===== src/rtl/fsic_cfg_pkg.sv =====
// Shared types and constants for the FSIC config interface.
// Used by the AXI-Lite config initiator and its slaves.
package fsic_cfg_pkg;

  typedef enum logic [2:0] {
    IDLE = 3'd0,
    WR   = 3'd1,
    RD_A = 3'd2,
    RD_D = 3'd3,
    RESP = 3'd4
  } cfg_state_e;

  localparam int P_TIMEOUT_DEF = 255;

  localparam logic [11:0] IOSERDES_REG_OFS = 12'h000;
  localparam int IOSERDES_RXEN_BIT = 0;
  localparam int IOSERDES_TXEN_BIT = 1;

endpackage


===== src/rtl/fsic_axil_cfg_initiator.sv =====
// AXI-Lite config initiator: single-beat reads/writes with timeout.
// Writes complete on AW+W handshakes; there is no B channel.
module fsic_axil_cfg_initiator
  import fsic_cfg_pkg::*;
#(
  parameter int pADDR_WIDTH = 15,
  parameter int pDATA_WIDTH = 32,
  parameter int pTIMEOUT    = P_TIMEOUT_DEF
) (
  input  logic                     axi_clk,
  input  logic                     axi_reset_n,
  input  logic                     req_valid,
  output logic                     req_ready,
  input  logic                     req_write,
  input  logic [pADDR_WIDTH-1:0]   req_addr,
  input  logic [pDATA_WIDTH-1:0]   req_wdata,
  input  logic [pDATA_WIDTH/8-1:0] req_wstrb,
  output logic                     rsp_valid,
  output logic [pDATA_WIDTH-1:0]   rsp_rdata,
  output logic                     rsp_err,
  output logic                     cc_enable,
  output logic                     axi_awvalid,
  output logic [pADDR_WIDTH-1:0]   axi_awaddr,
  input  logic                     axi_awready,
  output logic                     axi_wvalid,
  output logic [pDATA_WIDTH-1:0]   axi_wdata,
  output logic [pDATA_WIDTH/8-1:0] axi_wstrb,
  input  logic                     axi_wready,
  output logic                     axi_arvalid,
  output logic [pADDR_WIDTH-1:0]   axi_araddr,
  input  logic                     axi_arready,
  input  logic                     axi_rvalid,
  input  logic [pDATA_WIDTH-1:0]   axi_rdata,
  output logic                     axi_rready
);

  localparam int SW = pDATA_WIDTH / 8;
  localparam logic [7:0] TMO_LAST = 8'(pTIMEOUT - 1);

  cfg_state_e state_q, state_d;

  logic                   aw_done_q, aw_done_d;
  logic                   w_done_q, w_done_d;
  logic [7:0]             cnt_q, cnt_d;
  logic [pADDR_WIDTH-1:0] addr_q, addr_d;
  logic [pDATA_WIDTH-1:0] wdata_q, wdata_d;
  logic [pDATA_WIDTH-1:0] rdata_q, rdata_d;
  logic [SW-1:0]          wstrb_q, wstrb_d;
  logic                   err_d;
  logic                   tmo_hit;

  logic req_ready_q, rsp_valid_q, rsp_err_q;
  logic cc_enable_q;
  logic awvalid_q, wvalid_q, arvalid_q, rready_q;

  assign tmo_hit = (cnt_q == TMO_LAST);

  assign req_ready   = req_ready_q;
  assign rsp_valid   = rsp_valid_q;
  assign rsp_rdata   = rdata_q;
  assign rsp_err     = rsp_err_q;
  assign cc_enable   = cc_enable_q;
  assign axi_awvalid = awvalid_q;
  assign axi_awaddr  = addr_q;
  assign axi_wvalid  = wvalid_q;
  assign axi_wdata   = wdata_q;
  assign axi_wstrb   = wstrb_q;
  assign axi_arvalid = arvalid_q;
  assign axi_araddr  = addr_q;
  assign axi_rready  = rready_q;

  // Next state, handshake tracking, timeout and capture
  always_comb begin
    state_d   = state_q;
    aw_done_d = aw_done_q;
    w_done_d  = w_done_q;
    cnt_d     = cnt_q + 8'd1;
    addr_d    = addr_q;
    wdata_d   = wdata_q;
    wstrb_d   = wstrb_q;
    rdata_d   = rdata_q;
    err_d     = 1'b0;
    unique case (state_q)
      IDLE: begin
        cnt_d = '0;
        if (req_valid && req_ready_q) begin
          addr_d    = req_addr;
          wdata_d   = req_wdata;
          wstrb_d   = req_wstrb;
          aw_done_d = 1'b0;
          w_done_d  = 1'b0;
          state_d   = req_write ? WR : RD_A;
        end
      end
      WR: begin
        aw_done_d = aw_done_q | (awvalid_q & axi_awready);
        w_done_d  = w_done_q | (wvalid_q & axi_wready);
        if (aw_done_d && w_done_d) begin
          state_d = RESP;
        end else if (tmo_hit) begin
          state_d = RESP;
          err_d   = 1'b1;
        end
      end
      RD_A: begin
        if (arvalid_q && axi_arready) begin
          state_d = RD_D;
          cnt_d   = '0;
        end else if (tmo_hit) begin
          state_d = RESP;
          err_d   = 1'b1;
          rdata_d = '0;
        end
      end
      RD_D: begin
        if (axi_rvalid && rready_q) begin
          state_d = RESP;
          rdata_d = axi_rdata;
        end else if (tmo_hit) begin
          state_d = RESP;
          err_d   = 1'b1;
          rdata_d = '0;
        end
      end
      RESP: begin
        cnt_d   = '0;
        state_d = IDLE;
      end
      default: begin
        cnt_d   = '0;
        state_d = IDLE;
      end
    endcase
  end

  // State and registered outputs, all derived from the next state
  always_ff @(posedge axi_clk or negedge axi_reset_n) begin
    if (!axi_reset_n) begin
      state_q     <= IDLE;
      aw_done_q   <= 1'b0;
      w_done_q    <= 1'b0;
      cnt_q       <= '0;
      addr_q      <= '0;
      wdata_q     <= '0;
      wstrb_q     <= '0;
      rdata_q     <= '0;
      req_ready_q <= 1'b0;
      rsp_valid_q <= 1'b0;
      rsp_err_q   <= 1'b0;
      cc_enable_q <= 1'b0;
      awvalid_q   <= 1'b0;
      wvalid_q    <= 1'b0;
      arvalid_q   <= 1'b0;
      rready_q    <= 1'b0;
    end else begin
      state_q     <= state_d;
      aw_done_q   <= aw_done_d;
      w_done_q    <= w_done_d;
      cnt_q       <= cnt_d;
      addr_q      <= addr_d;
      wdata_q     <= wdata_d;
      wstrb_q     <= wstrb_d;
      rdata_q     <= rdata_d;
      req_ready_q <= (state_d == IDLE);
      rsp_valid_q <= (state_d == RESP);
      rsp_err_q   <= err_d;
      cc_enable_q <= (state_d inside {WR, RD_A, RD_D});
      awvalid_q   <= (state_d == WR) && !aw_done_d;
      wvalid_q    <= (state_d == WR) && !w_done_d;
      arvalid_q   <= (state_d == RD_A);
      rready_q    <= (state_d == RD_D);
    end
  end

endmodule


===== config.mk =====
export PLATFORM = sky130hd
export DESIGN_NAME = fsic_axil_cfg_initiator
export DESIGN_NICKNAME = d
export VERILOG_FILES = /design/src/rtl/fsic_cfg_pkg.sv /design/src/rtl/fsic_axil_cfg_initiator.sv
export SDC_FILE = /design/constraint.sdc
export NUM_CORES = 1
export LEC_CHECK = 0
export BUFFER_PORTS_ARGS = -buffer_cell sky130_fd_sc_hd__buf_2
export CORE_MARGIN = 2
export CORE_UTILIZATION = 46
export DETAILED_ROUTE_END_ITERATION = 10
export GPL_TIMING_DRIVEN = 0
export HOLD_SLACK_MARGIN = 0.06
export MAX_ROUTING_LAYER = met4
export PLACE_DENSITY_LB_ADDON = 0.3
export SLEW_MARGIN = 20
export SYNTH_ARGS = -nofsm -noshare
export SYNTH_HDL_FRONTEND = slang
export SYNTH_SLANG_ARGS = --single-unit
export TNS_END_PERCENT = 100

===== constraint.sdc =====
create_clock -name axi_clk -period 2.2 [get_ports axi_clk]
set_input_delay 0.22 -clock axi_clk [delete_from_list [all_inputs] [get_ports axi_clk]]
set_output_delay 0.22 -clock axi_clk [all_outputs]
set_load 0.01 [all_outputs]

==> results of run 1 <==
==> cell families (layout without fill, tap and decap cells) <==
kind of cell,after synthesis,count (layout),share of synthesized area
xor+xnor,5,5,0.0105
fa+ha+maj,2,2,0.00601
buf+inv,32,260,0.0568
flops,104,104,0.625
mux,51,51,0.138
compound gates,54,54,0.106
simple gates,41,41,0.0577
==> worst paths after layout <==
kind                                   start       endpoint  slack [ns]  cells past startpoint
worst min-delay path             req_addr[0]  axi_araddr[0]        0.07                      2
max in group asynchronous        axi_reset_n  axi_wdata[28]        1.28                      3
worst min register to register  axi_wdata[5]   axi_wdata[5]        0.49                      1
worst max register to register    state_q[0]   axi_wstrb[0]        0.31                      6
min in group asynchronous        axi_reset_n  axi_wdata[24]        0.25                      2
worst max-delay path              state_q[0]   axi_wstrb[0]        0.31                      6
==> worst max-delay path, delay by kind of cell (launching register included) <==
kind	cells	cell delay, ns
and+or+nand+nor	2	0.47
muxes	1	0.33
DFF	1	0.37
buffers and inverters	3	0.58
==> cell usage in the layout, fill, tap and decap left out, drive strengths merged, types with 2 or more instances in the layout <==
master       instances
clkbuf              10
or3                  3
nand4                2
and4                 2
a21o                 2
a22o                32
a21oi                8
xor2                 4
nand3                5
clkinv               4
nor3                 2
inv                  5
dlygate4sd3         15
nor3b                2
dfrtp              104
o21ai                2
a31oi                4
mux2                51
nor2                13
buf                226
a221o                2
ha                   2
nand2b               3
nand2                6
==> registers in the layout (all words and copies together), names as in the netlist, 3 cells and up <==
name / count
axi_wstrb: 4
rsp_rdata: 32
cnt_q: 8
axi_araddr: 15
state_q: 3
axi_wdata: 32
==> power breakdown <==
group	internal, uW	switching, uW
combinational	1640	1540
clock	459	672
sequential	2780	485
==> area by class of cell <==
| cell class | instances | area, sq um |
|---|---|---|
| buffer | 29 | 225 |
| clock buffer | 10 | 138 |
| clock inverter | 6 | 51.3 |
| fill | 670 | 3110 |
| inverter | 3 | 11.3 |
| multi-input combinational | 153 | 1330 |
| sequential | 104 | 2600 |
| tap | 108 | 135 |
| timing repair buffer | 212 | 1160 |
==> stage by stage <==
step	setup WS, ns	utilization	total power [uW]	cell area [sq um]	hold WS, ns
2_1_floorplan	0.599	-	5120	4170	-0.0756
4_1_cts	0.306	0.643	7640	5630	0.0603
5_1_grt	0.156	0.645	8110	5650	0.0609
3_5_place_dp	0.344	0.607	6490	5320	0.0838
3_3_place_gp	-0.153	0.603	6390	5280	0.440
6_report	0.306	0.645	7580	5650	0.0718
==> metal layers <==
metal / track usage / vias up
li1: - / 1481
met1: 0.260 / 1500
met2: 0.302 / 133
met3: 0.0358 / 22
met4: 0.0864 / 0
met5: - / -
==> Yosys cell counts <==
| cell | instances |
|---|---|
| a2111oi_0 | 1 |
| a21bo_2 | 1 |
| a21o_1 | 2 |
| a21oi_1 | 8 |
| a221o_1 | 2 |
| a22o_1 | 32 |
| a31oi_1 | 4 |
| and4_4 | 2 |
| and4b_1 | 1 |
| buf_2 | 6 |
| buf_4 | 17 |
| buf_6 | 6 |
| dfrtp_1 | 104 |
| ha_1 | 2 |
| inv_1 | 2 |
| inv_2 | 1 |
| mux2_1 | 31 |
| mux2_2 | 20 |
| nand2_1 | 6 |
| nand2b_1 | 3 |
| nand3_1 | 5 |
| nand3b_1 | 1 |
| nand4_1 | 2 |
| nor2_1 | 13 |
| nor3_1 | 1 |
| nor3_4 | 1 |
| nor3b_1 | 1 |
| nor3b_2 | 1 |
| nor4_2 | 1 |
| o21ai_0 | 1 |
| o21ai_1 | 1 |
| o221ai_4 | 1 |
| o31ai_1 | 1 |
| or3_1 | 3 |
| xnor2_1 | 1 |
| xor2_1 | 4 |
==> reports/qor.csv, run 1 <==
metric,value,unit
status,finished clean,
Placeable Area,0.00876,sq mm
layout cells sized above 1,0.522,
GRT overflow,0,
via/cell ratio,5.02,
# IOs,197,
Leak,0.00299,uW
Non-Filler Instances,625,
placer congestion estimate,0.808,
Setup crit end kind,register,
WL final,9.46,mm
final setup violation count,0,
remaining antenna violation count,0,
CP max FO,10,
H-tree Lvls,3,
top post-synthesis cells by area,"dfrtp_1 (62%), mux2_1 (8.4%), a22o_1 (6.7%), mux2_2 (5.4%), buf_4 (3.1%)",
setup TNS,0,ns
drt pass-1 iters,4,
Rel. slew slack,0.734,
Fin. Hold Viols,0,
crit-path most repeated cell,buf_4,
Max Buffers Root-to-Sink,2,
Required @ worst endpoint,2.43,ns
Slew Limit Fails,0,
Fmax,528,MHz
worst vdd ir,0.000621,V
top layer in use,met4,
power per cell area,1340,mW/mm^2
Total Die Area,0.00983,sq mm
largest net degree at the start of global routing,84,
Tcrit/Tclk final,0.861,
top-area cell type share of the netlist area,0.625,
cts repair resizes,0,
Post-CTS Hold Buffers,13,
die width,99.2,um
total number of vias,3136,
crit path DAT,2.13,ns
GRT Util Overall,0.197,
RSZ-0062 raised after global routing,no,
worst min path class,in2reg,
CTS root buffer,clkbuf_8,
"area leader, netlist",dfrtp_1,
initial DRC count,157,
setup bufs post-CTS,0,
sequential share of the synthesized area,0.625,
DP Wirelength,6.89,mm
WL met2,4.46,mm
# diodes,0,
Mapped Nets,382,
first-pass GRT wire length,15.0,mm
wl on met1,4.12,mm
vias in the first global route,3056,
Die H,99.2,um
WL/cell,15.1,um
"Reg clk slew, reported paths",0.11,ns
peak per-stage delay on the critical path,0.37,ns
Sink Count,104,
Max Cap Violations,0,
#FFs+latches synth,104,
initial antenna violation count,0,
worst-skew pair later-pin latency,0.36,ns
Area Growth Syn to Fin,35.7,%
std cell rows,34,
Mean Syn Cell Area,14.4,sq um
Routed met3 length,624,um
measured slew at the worst slew-check pin,0.399,ns
detailed-route DRC error count,0,
Critical Path Slowest Stage Cell,dfrtp_1,
crit path kind,reg2reg,
Synth cell types,36,
worst-path cell chain,"buf_4, nor2_1, and4b_1, buf_4, buf_6, mux2_1",
fin nets,605,
YS warnings,0,
startpoint types,register,
CTS tree,built,
Inserted Clock Buffers,9,
cell area after synthesis,0.00417,sq mm
Port Buffers,196,
fin crit period,1.89,ns
post-synthesis cell count,289,
initial core utilization,0.475,
placed cell count,594,
Max Clock Skew,0.0194,ns
(Power assumes the default switching activity.)
==> run 2, diff against run 1 <==
Settings changed: CORE_UTILIZATION 46 to 42.
Clock period 2.2 ns to 1.5 ns, I/O delays scaled along.
==> run 2 against run 1 <==
Against the previous run:
- clock power up 51%
- power up 72%
- sequential power up 52%
- combinational power up 98%
- the flow now finishes with violations (setup timing)
- sequential cell count unchanged
- utilization up 8.6 points
- register-to-register slack worse by 0.44 ns
- fmax up 16%
- sequential share of layout area down 9.2 points
- highest routed layer unchanged
- count of clock-buffer cells in the layout up 1
==> reports/qor.csv, run 2 (same netlist as run 1, synthesis figures left out) <==
metric,value,unit
Max Cap Violations,0,
total number of vias,3672,
"Reg clk slew, reported paths",0.10,ns
final worst setup slack,-0.130,ns
Die H,104,um
crit path DAT,1.87,ns
Area Growth Syn to Fin,70.0,%
Rel. slew slack,0.707,
WL final,13.1,mm
FF/Latch Area,0.00261,sq mm
Max Buffers Root-to-Sink,2,
placer congestion estimate,0.801,
# diodes,0,
measured slew at the worst slew-check pin,0.438,ns
largest net degree at the start of global routing,86,
Multi-input gate area,0.00161,sq mm
detailed-route DRC error count,0,
Inserted Clock Buffers,9,
initial core utilization,0.430,
"Power, Total",13000,uW
worst-skew pair later-pin latency,0.37,ns
Placeable Area,0.00968,sq mm
worst vdd ir,0.000954,V
H-tree Lvls,3,
Slew Limit Fails,0,
Fmax,614,MHz
Max Clock Skew,0.0203,ns
number of fill cells,617,
Setup crit end kind,register,
via/cell ratio,4.89,
DP Wirelength,6.93,mm
Fin. Hold Viols,0,
fin crit period,1.63,ns
crit path kind,reg2reg,
GRT overflow,0,
CP max FO,8,
WL/cell,17.4,um
first-pass GRT wire length,19.4,mm
Required @ worst endpoint,1.74,ns
Tcrit/Tclk final,1.09,
die width,104,um
placed cell count,619,
pre-CTS setup slack,-0.233,ns
CTS tree,built,
status,"complete, but fails checks",
std cell rows,36,
CTS root buffer,clkbuf_8,
layout cells sized above 1,0.570,
Port Buffers,196,
Total Die Area,0.0107,sq mm
fin nets,706,
failing checks,setup timing,
remaining antenna violation count,0,
GRT Util Overall,0.232,
"commonest non-fill, non-tap cell in the layout",buf_2,
worst min path class,in2reg,
"reg-to-reg slack, setup",-0.13,ns
Non-Filler Instances,751,
# IOs,197,
vias in the first global route,3789,
initial antenna violation count,0,
RSZ-0062 raised after global routing,yes,
initial DRC count,247,
drt pass-1 iters,4,
Leak,0.00364,uW
startpoint types,register,
Sink Count,104,
most frequent cells in the layout,"buf_2 (198), dfrtp_1 (101), dlygate4sd3_1 (84)",
power per cell area,1830,mW/mm^2
final setup violation count,87,
==> run 2: cell types whose count changed in the layout (fill, tap and decap cells not counted), moves of 3 or more <==
cell / delta
a21oi_1: -5
a21oi_2: +5
buf_12: +4
buf_2: -3
buf_4: +20
buf_8: +6
dfrtp_1: -3
dfrtp_2: +3
dlygate4sd3_1: +69
mux2_1: -31
mux2_2: -20
mux2_4: +51
nor2_1: -3
==> run 2: layer usage <==
| layer | vias up | global-route usage | share of wire | routed length [um] |
|---|---|---|---|---|
| met2 | 148 | 0.394 | 0.53 | 6930 |
| li1 | 1682 | - | - | - |
| met3 | 29 | 0.0466 | 0.051 | 663 |
| met4 | 0 | 0.0946 | 0.025 | 327 |
| met5 | - | - | 0 | 0 |
| met1 | 1813 | 0.270 | 0.39 | 5140 |
==> run 2: final cells by class <==
| cell class | count | area share |
|---|---|---|
| sequential | 104 | 0.368 |
| tap | 133 | 0.0235 |
| multi-input combinational | 153 | 0.227 |
| buffer | 27 | 0.0369 |
| timing repair buffer | 315 | 0.314 |
| clock inverter | 5 | 0.00654 |
| clock buffer | 11 | 0.0214 |
| inverter | 3 | 0.00265 |
==> run 2: path summary, 6_finish.rpt <==
kind                                 end           from  depth (start not counted)
setup / recovery            rsp_rdata[8]     state_q[0]                          6
hold / removal               axi_awvalid      req_write                          3
setup reg to reg            rsp_rdata[8]     state_q[0]                          6
hold reg to reg            rsp_rdata[13]  rsp_rdata[13]                          1
max in group asynchronous       cnt_q[1]    axi_reset_n                          3
min in group asynchronous  axi_wdata[10]    axi_reset_n                          2
==> run 2: report_power, final <==
part,internal (uW),switching [uW]
sequential,4090,888
clock,725,987
combinational,3590,2720
==> run 2: repair_timing <==
action,4_1_cts,5_1_grt
pin swaps,8,13
hold buffers,84,0
buffers inserted,16,13
endpoints found under the hold margin,187,0
endpoints found under the setup margin,89,91
gates cloned,2,5
resized for setup,57,47
==> run 2: critical path: stages, from the launching register on <==
cell      delay (ns)
dfrtp_1         0.44
buf_8           0.15
inv_8           0.04
nor3_4          0.26
o221ai_4        0.25
buf_6           0.20
a22o_1          0.18
==> run 2: per-stage QoR <==
stage	hold WS (ns)	cell area [sq um]	util	setup TNS, ns
5_1_grt	0.0620	7080	0.731	-10.18
3_3_place_gp	0.368	5330	0.550	-92.20
6_report	0.0868	7080	0.731	-5.77
4_1_cts	0.0606	6790	0.701	-5.99
3_5_place_dp	0.0106	5360	0.553	-14.63
2_1_floorplan	-0.146	4180	-	-0.925
